<file path="src/rtl/conv_addr_seq.sv">
// Segment-table address sequencer: walks a table of (base, len) segments and
// issues scratch-pad read addresses. Optional repeat passes: CONV_ADDR_SEQ_LOOP_EN.
module conv_addr_seq #(
  parameter int ADDR_W = 6,
  parameter int LEN_W  = 4,
  parameter int NSEG   = 16,
  localparam int SEG_W = $clog2(NSEG)
) (
  input  logic              clk,
  input  logic              rst,
  input  logic              en,
  input  logic              hold,
  input  logic              cfg_we,
  input  logic [SEG_W-1:0]  cfg_idx,
  input  logic [ADDR_W-1:0] cfg_base,
  input  logic [LEN_W-1:0]  cfg_len,
  input  logic [SEG_W:0]    cfg_nseg,
`ifdef CONV_ADDR_SEQ_LOOP_EN
  input  logic [3:0]        cfg_rep,
`endif
  output logic [ADDR_W-1:0] addr,
  output logic              read,
  output logic [SEG_W-1:0]  seg,
  output logic              busy,
  output logic              done
);

  typedef enum logic [1:0] {S_IDLE, S_RUN, S_DONE} state_t;

  localparam logic [SEG_W:0] NSEG_V = (SEG_W+1)'(NSEG);

  state_t            r_state;
  logic [ADDR_W-1:0] r_base [NSEG];
  logic [LEN_W-1:0]  r_len  [NSEG];
  logic [ADDR_W-1:0] r_addr;
  logic [SEG_W-1:0]  r_seg;
  logic [SEG_W-1:0]  r_last;
  logic [LEN_W-1:0]  r_cnt;
  logic              r_busy;
  logic              r_done;
`ifdef CONV_ADDR_SEQ_LOOP_EN
  logic [3:0]        r_rep;
`endif

  logic              w_nseg_ok;
  logic [SEG_W:0]    w_nm1;
  logic              w_idx_ok;
  logic [ADDR_W-1:0] w_base0;
  logic              w_seg_end;
  logic              w_last_seg;
  logic [SEG_W-1:0]  w_seg_nx;
  logic              w_rep_more;

  assign w_nseg_ok  = (cfg_nseg != '0) && (cfg_nseg <= NSEG_V);
  assign w_nm1      = cfg_nseg - 1'b1;
  assign w_idx_ok   = ({1'b0, cfg_idx} < NSEG_V);
  // A write to entry 0 on the start cycle must already be seen by the first address.
  assign w_base0    = (cfg_we && (cfg_idx == '0)) ? cfg_base : r_base[0];
  assign w_seg_end  = (r_cnt == r_len[r_seg]);
  assign w_last_seg = (r_seg == r_last);
  assign w_seg_nx   = r_seg + 1'b1;
`ifdef CONV_ADDR_SEQ_LOOP_EN
  assign w_rep_more = (r_rep != '0);
`else
  assign w_rep_more = 1'b0;
`endif

  // Stall gates the strobe directly so a held address is never counted as issued.
  assign read = r_busy & ~hold;
  assign addr = r_addr;
  assign seg  = r_seg;
  assign busy = r_busy;
  assign done = r_done;

  always_ff @(posedge clk) begin
    if (!rst) begin
      r_state <= S_IDLE;
      for (int i = 0; i < NSEG; i++) begin
        r_base[i] <= '0;
        r_len[i]  <= '0;
      end
      r_addr <= '0;
      r_seg  <= '0;
      r_last <= '0;
      r_cnt  <= '0;
      r_busy <= 1'b0;
      r_done <= 1'b0;
`ifdef CONV_ADDR_SEQ_LOOP_EN
      r_rep  <= '0;
`endif
    end else begin
      case (r_state)
        S_IDLE: begin
          r_done <= 1'b0;
          if (cfg_we && w_idx_ok) begin
            r_base[cfg_idx] <= cfg_base;
            r_len[cfg_idx]  <= cfg_len;
          end
          if (en && w_nseg_ok) begin
            r_state <= S_RUN;
            r_busy  <= 1'b1;
            r_addr  <= w_base0;
            r_seg   <= '0;
            r_cnt   <= '0;
            r_last  <= w_nm1[SEG_W-1:0];
`ifdef CONV_ADDR_SEQ_LOOP_EN
            r_rep   <= cfg_rep;
`endif
          end
        end
        S_RUN: begin
          if (!hold) begin
            if (w_seg_end) begin
              r_cnt <= '0;
              if (!w_last_seg) begin
                r_seg  <= w_seg_nx;
                r_addr <= r_base[w_seg_nx];
              end else if (w_rep_more) begin
                r_seg  <= '0;
                r_addr <= r_base[0];
`ifdef CONV_ADDR_SEQ_LOOP_EN
                r_rep  <= r_rep - 1'b1;
`endif
              end else begin
                r_state <= S_DONE;
                r_busy  <= 1'b0;
                r_done  <= 1'b1;
              end
            end else begin
              r_addr <= r_addr + 1'b1;
              r_cnt  <= r_cnt + 1'b1;
            end
          end
        end
        S_DONE: begin
          r_done  <= 1'b0;
          r_state <= S_IDLE;
        end
        default: begin
          r_state <= S_IDLE;
          r_busy  <= 1'b0;
          r_done  <= 1'b0;
        end
      endcase
    end
  end

endmodule

</file>
<file path="config.mk">
export PLATFORM = sky130hd
export DESIGN_NAME = conv_addr_seq
export DESIGN_NICKNAME = d
export VERILOG_FILES = /design/src/rtl/conv_addr_seq.sv
export SDC_FILE = /design/constraint.sdc
export NUM_CORES = 1
export LEC_CHECK = 0
export CORE_UTILIZATION = 40
export DETAILED_ROUTE_END_ITERATION = 10
export HOLD_SLACK_MARGIN = 0.05
export SYNTH_ARGS = -nofsm -noshare
export SYNTH_HDL_FRONTEND = slang
export SYNTH_SLANG_ARGS = --single-unit
</file>
<file path="constraint.sdc">
create_clock -name clk -period 3.6 [get_ports clk]
set_input_delay 0.36 -clock clk [delete_from_list [all_inputs] [get_ports clk]]
set_output_delay 0.36 -clock clk [all_outputs]
set_load 0.02 [all_outputs]
</file>
* Word level (Yosys, flattened, before mapping) *
Memory sizes are Yosys's and may differ from the RTL's. A register that Yosys moved wholly into a read port is not among the register bits.
Cells that the tools add are included.
Widths: inputs -> output; s select.

word-level totals
  register bits = 22
  output and inout port bits = 13
  memory bits (writable) = 160
  bits of input ports = 24
  memories kept = 2

operators by class
  mux-type cells = 37
  $lt $le $gt $ge = 1
  reduce and logical (&&, ||, !) cells = 17
  bitwise logic cells = 3
  add/subtract/negate cells = 4
  equal/unequal tests = 10

memory list
  name    depth  width  read ports  clocked after memory_dff  wr ports  RTL line  RTL
  r_base  16     6      2           0                         16        33        logic [ADDR_W-1:0] r_base [NSEG];
  r_len   16     4      1           1                         16        34        logic [LEN_W-1:0] r_len [NSEG];

operators by type and width
  cell                 count
  $mux 4               11
  $mux 6               6
  $pmux 4 s2           2
  $pmux 6 s2           1
  $mux 1               11
  $ne 2x2->1 const B   5
  $reduce_and 5->1     2
  $add 4x1->4 const B  2
  $eq 4x4->1           2
  $mux 2               4
  $reduce_and 4->1     2
  $add 6x1->6 const B  1
  $reduce_and 3->1     2
  $reduce_or 6->1      1
  $le 5x5->1 const B   1
  $reduce_bool 5->1    1
  $logic_not 4->1      1
  $pmux 2 s2           1
  $reduce_and 2->1     2
  $reduce_or 4->1      1
  $sub 4x1->4 const B  1
  $logic_and 1x1->1    3
  $ne 3x3->1 const B   1
  $pmux 1 s3           1
  other kinds (6)      7

* Longest topological paths before layout *
Gate-level depths: netlist (run 1).

  word-level depth = 7
  mapped depth = 11
  gate-level depth less buffers = 9

* Least setup slack after synthesis (run 1) *
OpenSTA, ideal clock, no wires.

  kind = register to register
  from = register r_seg[0] (netlist: seg[0])
  to = register r_addr[2] (netlist: addr[2])
  library setup time = 0.134 ns
  setup slack = 0.798 ns
  period minus slack after synthesis = 2.802 ns
  arrival = 2.668 ns
  path buffers = 2
  required time = 3.466 ns
  stages on the path, launching flop included = 8
  cells stage by stage = dfxtp_1 buf_2 buf_1 mux4_2 mux4_2 a211oi_1 a211o_1 a211oi_1

on the way
  longest elaborated chain between the ends = 6
  elaborated cells on any way between the ends = 9
  those cells by class = add/sub: 1; eq/ne: 2; mux: 4; reduce/logical: 1; memory: 1

ends and longest elaborated chain
  what                      RTL line  RTL
  start: declaration        36        logic [SEG_W-1:0] r_seg;
  start signal: assignment  116       r_seg <= w_seg_nx;
  $add 4x1->4               61        assign w_seg_nx = r_seg + 1'b1;
  $mem_v2 16x6              --
  $mux 6                    115       if (!w_last_seg) begin
  $mux 6                    113       if (w_seg_end) begin
  $mux 6                    112       if (!hold) begin
  $pmux 6 s2                92        case (r_state)
  end signal: assignment    102       r_addr <= w_base0;
  end signal: assignment    117       r_addr <= r_base[w_seg_nx];
  end signal: assignment    120       r_addr <= r_base[0];
  end: declaration          35        logic [ADDR_W-1:0] r_addr;

Parallel ways exist; a longest one is shown, timed or not. The select of a mux whose other input is x is not followed.
A chain may end at the register's enable or synchronous reset.

==> metrics.cfg, run 1 <==
[critical_path]
critical_path_required_ns = 3.94
path_class = register to register
cpPeakStageDelay_ns = 0.68
slowest_stage = dfxtp_1
cp.arrival_ns = 3.62
rr_worst_depth = 8
worst_setup_path_end_kind = register
cp-start-kind = register
r2r-end = addr[5]$_SDFFE_PN0P_
r2r_slack_ns = 0.32
crit_chain = buf_4, mux4_2, mux2_2, nor3b_1, o21ai_0, a21o_2, or3b_1, a311oi_1
cp_max_fo = 16

[route]
post_drt_wl_per_cell_um = 22.1
drt_iter0_drc = 358
wl_mm = 22.0
ant_nets = 0
dr.pass1.iters = 4
num_vias = 5436
routed_via_density = 5.47
drc = 0

[finish]
drive_above_1_share = 0.165
nets = 728
area_growth_syn_to_layout_pct = 15.2
insertedDiodeCount = 0

[timing]
rsz0062_at_grt = no
skew_ns = 0.00813
slew_headroom = 0.452
worst_slack_ns = 0.318
min_period_ns = 3.28
max_freq_ghz = 0.305
timing.final.crit_share = 0.912
slew_viol_final = 0
worst_pin_slew_ns = 0.819
finalHoldViolCount = 0
final.setup.tns_ns = 0
report.final.setup_viol = 0

[logic_synthesis]
yosys_register_bits = 186
yosys.area_share.adder = 0.00560
yosysUniqueCellTypes = 51
synth_top_cell_area_share = 0.537
ys.warnings.count = 0
synth_common_cells = and2_1, edfxtp_1, mux4_2, mux2i_1
synth_top_family_by_area = simple AND/OR/NAND/NOR gates
synth_area_leader_cell = edfxtp_1
synth-simple-area-share = 0.171
synth-edff-count = 160
synthMuxAreaShare = 0.148
synth_area_um2 = 8940
synth_ff_type = edfxtp_1
synth_compound_area_frac = 0.0432
syn_avg_cell_area_um2 = 13.8
seq_area_frac_synth = 0.595
synth_xor_area_frac = 0.0157
synthArstFlopShare = 0
synthCells = 649
synth_fp_nets = 677
synthTopCellsByArea = edfxtp_1, and2_1, mux4_2

[place]
place_ws_ns = 0.262
place.gp.congestion = 0.846
numPortBuffers = 36
hpwl_mm = 15.4

[global_route]
grt_pass1_wl_mm = 33.6
antenna_found_initial = 0
grt_max_degree = 28
overflow = 0
track_usage = 0.207
grt_pass1_vias = 5508

[pwr]
internal_power_mw = 3.49
p_comb_frac = 0.090
p_leak_nw = 3.71
power_mw = 4.63
ir_worst_vdd_v = 0.000208
clock_power_share = 0.377
pwr-share-seq = 0.532
p_sw_mw = 1.14
swShare = 0.245
power_density_nw_per_um2 = 449

[status]
outcome = finished, final reports clean

[hold_path]
min_path_cells = 2
holdPathEnd = r_last[0]$_SDFFE_PN0P_
min_from = r_last[0]$_SDFFE_PN0P_
worstHoldPathType = register to register

[clocking]
clock_path_buffers = 2
cts_setup_buffers = 0
worstSkewPairLatency_ns = 0.44
cts.sinks = 186
ctsHoldBuffers = 0
cts-root-buf = clkbuf_16
cts_buffers = 17
cts_tree = built
clkSlewWorstSetupHoldPaths_ns = 0.07
htree_num_levels = 4

[floorplanning]
die_h_um = 152
placementRows = 54
die_w_um = 152
core_area_um2 = 21900
initial_core_util = 0.409
ios = 37
fp.dieArea_um2 = 23000

[job]
drv_cap = 0

-- worst max path at each step --
stage                        start              endpoint  slack (ns)  cells past startpoint
2_1_floorplan  seg[0]$_SDFFE_PN0P_  addr[2]$_SDFFE_PN0P_        0.80                      7
3_3_place_gp              register  addr[4]$_SDFFE_PN0P_        0.33                      8
3_5_place_dp              register              register        0.26                      8
4_1_cts                   register              register        0.23                      8
5_1_grt                   register  addr[5]$_SDFFE_PN0P_        0.02                      8
6_report                  register  addr[5]$_SDFFE_PN0P_        0.32                      8
-- cell families (layout without fill, tap and decap cells) --
family | after synthesis | after routing
fa+ha+maj | 4 | 4
compound gates | 57 | 57
simple gates | 264 | 264
mux | 77 | 77
xor+xnor | 16 | 16
buf+inv | 45 | 109
flops | 186 | 186
-- flip-flops by register name, summed over array words and instances (netlist names), 2 cells and up, named ones only --
name and count:
r_base 96, r_last 4, addr 6, r_state 2, r_cnt 4, r_len 64, seg 4
-- power groups by stage --
stage / logic, mW / clock network [mW] / registers, mW
global placement: 0.414 / 0 / 2.51
detailed placement: 0.420 / 0 / 2.51
CTS: 0.422 / 1.77 / 2.46
floorplan: 0.239 / 0 / 2.51
finish: 0.419 / 1.75 / 2.46
global route: 0.451 / 1.87 / 2.47
-- stage by stage --
step | utilization | hold WS [ns] | area [um^2] | cells
2_1_floorplan | - | 0.456 | 8940 | 649
3_3_place_gp | 0.446 | 0.478 | 9760 | 961
3_5_place_dp | 0.446 | 0.497 | 9760 | 961
4_1_cts | 0.471 | 0.514 | 10300 | 993
5_1_grt | 0.471 | 0.545 | 10300 | 993
6_report | 0.471 | 0.514 | 10300 | 993
-- layer usage --
| metal | wire length [um] | vias to the layer above | GRT usage |
|---|---|---|---|
| met3 | 1060 | 30 | 0.0428 |
| met5 | 0 | - | 0 |
| met1 | 9500 | 2743 | 0.274 |
| met4 | 472 | 0 | 0.0723 |
| li1 | - | 2509 | - |
| met2 | 10900 | 154 | 0.339 |
-- area by class of cell --
cell class,instances,area [um^2]
Fill cell,1931,11600
Sequential cell,186,5330
Multi-Input combinational cell,418,3440
Timing Repair Buffer,72,631
Clock buffer,17,425
Tap cell,280,350
Clock inverter,15,116
Inverter,5,18.8
-- layout by cell type (no fill, tap or decap), types with 11 or more instances in the layout --
master / count
buf_4: 36
and2_1: 160
dfxtp_1: 25
nor2_1: 26
clkbuf_16: 17
clkdlybuf4s50_1: 36
mux2i_1: 28
mux4_2: 38
a21oi_1: 11
nor3_1: 11
o21ai_0: 16
nand2_1: 20
edfxtp_1: 160
nand2b_1: 11
-- critical path, delay by kind of cell, from the launching register on --
kind            cells  cell delay [ns]
compound gates      3             0.86
buf+inv             1             0.28
flops               1             0.68
mux                 2             0.78
simple gates        2             0.58
-- timing repair --
action                                 4_1_cts  5_1_grt
setup endpoints to repair                    0       13
endpoints found under the hold margin        0        0
resized for setup                            0        1
Note: power is estimated with default switching activity, not from simulation.
==> run 2: changes to the inputs <==
--- a/config.mk
+++ b/config.mk
@@ -8,6 +8,7 @@
 export CORE_UTILIZATION = 40
 export DETAILED_ROUTE_END_ITERATION = 10
 export HOLD_SLACK_MARGIN = 0.05
+export MAX_ROUTING_LAYER = met4
 export SYNTH_ARGS = -nofsm -noshare
 export SYNTH_HDL_FRONTEND = slang
 export SYNTH_SLANG_ARGS = --single-unit
==> metrics.cfg, run 2 (same netlist as run 1, synthesis figures left out) <==
[status]
outcome = finished, final reports clean

[route]
wl_met1_mm = 9.34
post_drt_wl_per_cell_um = 22.1
wl_mm = 21.9
maxUsedRoutingLayer = met4
dr.pass1.iters = 5
drc = 0
num_vias = 5388
ant_nets = 0
wl_met3_mm = 1.19
drt_iter0_drc = 388
wl_met2_mm = 10.9
routed_via_density = 5.43

[critical_path]
r2r-end = addr[5]$_SDFFE_PN0P_
cp.arrival_ns = 3.51
rr_worst_depth = 8
endpoint = addr[5]$_SDFFE_PN0P_
path_class = register to register
worst_setup_path_end_kind = register
critical_path_required_ns = 3.93
r2r_slack_ns = 0.42
cp_max_fo = 16
cp-start-kind = register

[timing]
skew_ns = 0.00772
final.setup.tns_ns = 0
slew_headroom = 0.451
worst_slack_ns = 0.420
worst_pin_slew_ns = 0.820
finalHoldViolCount = 0
min_period_ns = 3.18
whs_ns = 0.513
rsz0062_at_grt = no
slew_viol_final = 0
report.final.setup_viol = 0
max_freq_ghz = 0.314
timing.final.crit_share = 0.883

[global_route]
grt_max_degree = 28
overflow = 0
grt_pass1_wl_mm = 33.6
track_usage = 0.214
grt_pass1_vias = 5502
antenna_found_initial = 0

[place]
hpwl_mm = 15.4
place.gp.congestion = 0.860
dp.cells = 961
numPortBuffers = 36
place_ws_ns = 0.262

[clocking]
clkSlewWorstSetupHoldPaths_ns = 0.07
cts_tree = built
ctsHoldBuffers = 0
cts_buffers = 17
cts-root-buf = clkbuf_16
cts.sinks = 186
worstSkewPairLatency_ns = 0.43
htree_num_levels = 4
clock_path_buffers = 2

[finish]
top_register = r_base
final_util = 0.471
final-seq-area_um2 = 5330
nFillCells = 1933
fin_cells = 993
drive_above_1_share = 0.165
area_growth_syn_to_layout_pct = 15.2
final_cell_mix = and2_1, edfxtp_1, mux4_2, clkdlybuf4s50_1, buf_4
multi_input_area_um2 = 3440
nets = 728
largest_register_ff_count = 96
insertedDiodeCount = 0

[pwr]
p_leak_nw = 3.71
power_density_nw_per_um2 = 449
ir_worst_vdd_v = 0.000209

[floorplanning]
core_area_um2 = 21900
ios = 37
die_h_um = 152
die_w_um = 152
placementRows = 54
initial_core_util = 0.409
fp.dieArea_um2 = 23000

[job]
drv_cap = 0

[hold_path]
worstHoldPathType = register to register

run 2: worst min-delay path by stage:
stage | from | to | slack (ns) | depth (start not counted)
2_1_floorplan | cfg_nseg[0] | r_last[0]$_SDFFE_PN0P_ | 0.46 | 1
3_3_place_gp | done$_SDFFE_PN0P_ | done$_SDFFE_PN0P_ | 0.48 | 1
3_5_place_dp | done$_SDFFE_PN0P_ | done$_SDFFE_PN0P_ | 0.50 | 1
4_1_cts | done$_SDFFE_PN0P_ | done$_SDFFE_PN0P_ | 0.51 | 1
5_1_grt | done$_SDFFE_PN0P_ | done$_SDFFE_PN0P_ | 0.54 | 1
6_report | r_last[0]$_SDFFE_PN0P_ | r_last[0]$_SDFFE_PN0P_ | 0.51 | 2
run 2: area by class of cell:
class	instances	area share
multi-input combinational	418	0.333
sequential	186	0.517
tap	280	0.0340
timing repair buffer	72	0.0612
inverter	5	0.00182
clock buffer	17	0.0413
clock inverter	15	0.0113
run 2: worst max-delay path: stages, from the launching register on:
cell and delay (ns):
dfxtp_2 0.51, buf_4 0.23, mux4_2 0.50, mux2_2 0.28, nor3b_1 0.18, o21ai_0 0.20, a21o_1 0.43, or3b_1 0.45
a311oi_1 0.28
run 2: per-layer routing:
layer,track usage,vias to the layer above
li1,-,2505
met1,0.274,2704
met2,0.339,149
met3,0.0422,30
met4,0.0723,0
met5,-,-
run 2: stage by stage:
step / total power [mW] / cell area [um^2]
final: 4.62 / 10300
after global routing: 4.79 / 10300
after CTS: 4.66 / 10300
after detailed placement: 2.93 / 9760
after global placement: 2.92 / 9760
after floorplan: 2.75 / 8940
run 2: report_power, final:
group	total (mW)	internal [mW]	switching (mW)
clock	1.74	0.897	0.846
sequential	2.46	2.42	0.0415
combinational	0.418	0.174	0.244
total	4.62	3.49	1.13
run 2: repair_timing:
item / 4_1_cts / 5_1_grt
gates resized for setup: 0 / 1
setup buffers: 0 / 0
endpoints found under the setup margin: 0 / 13
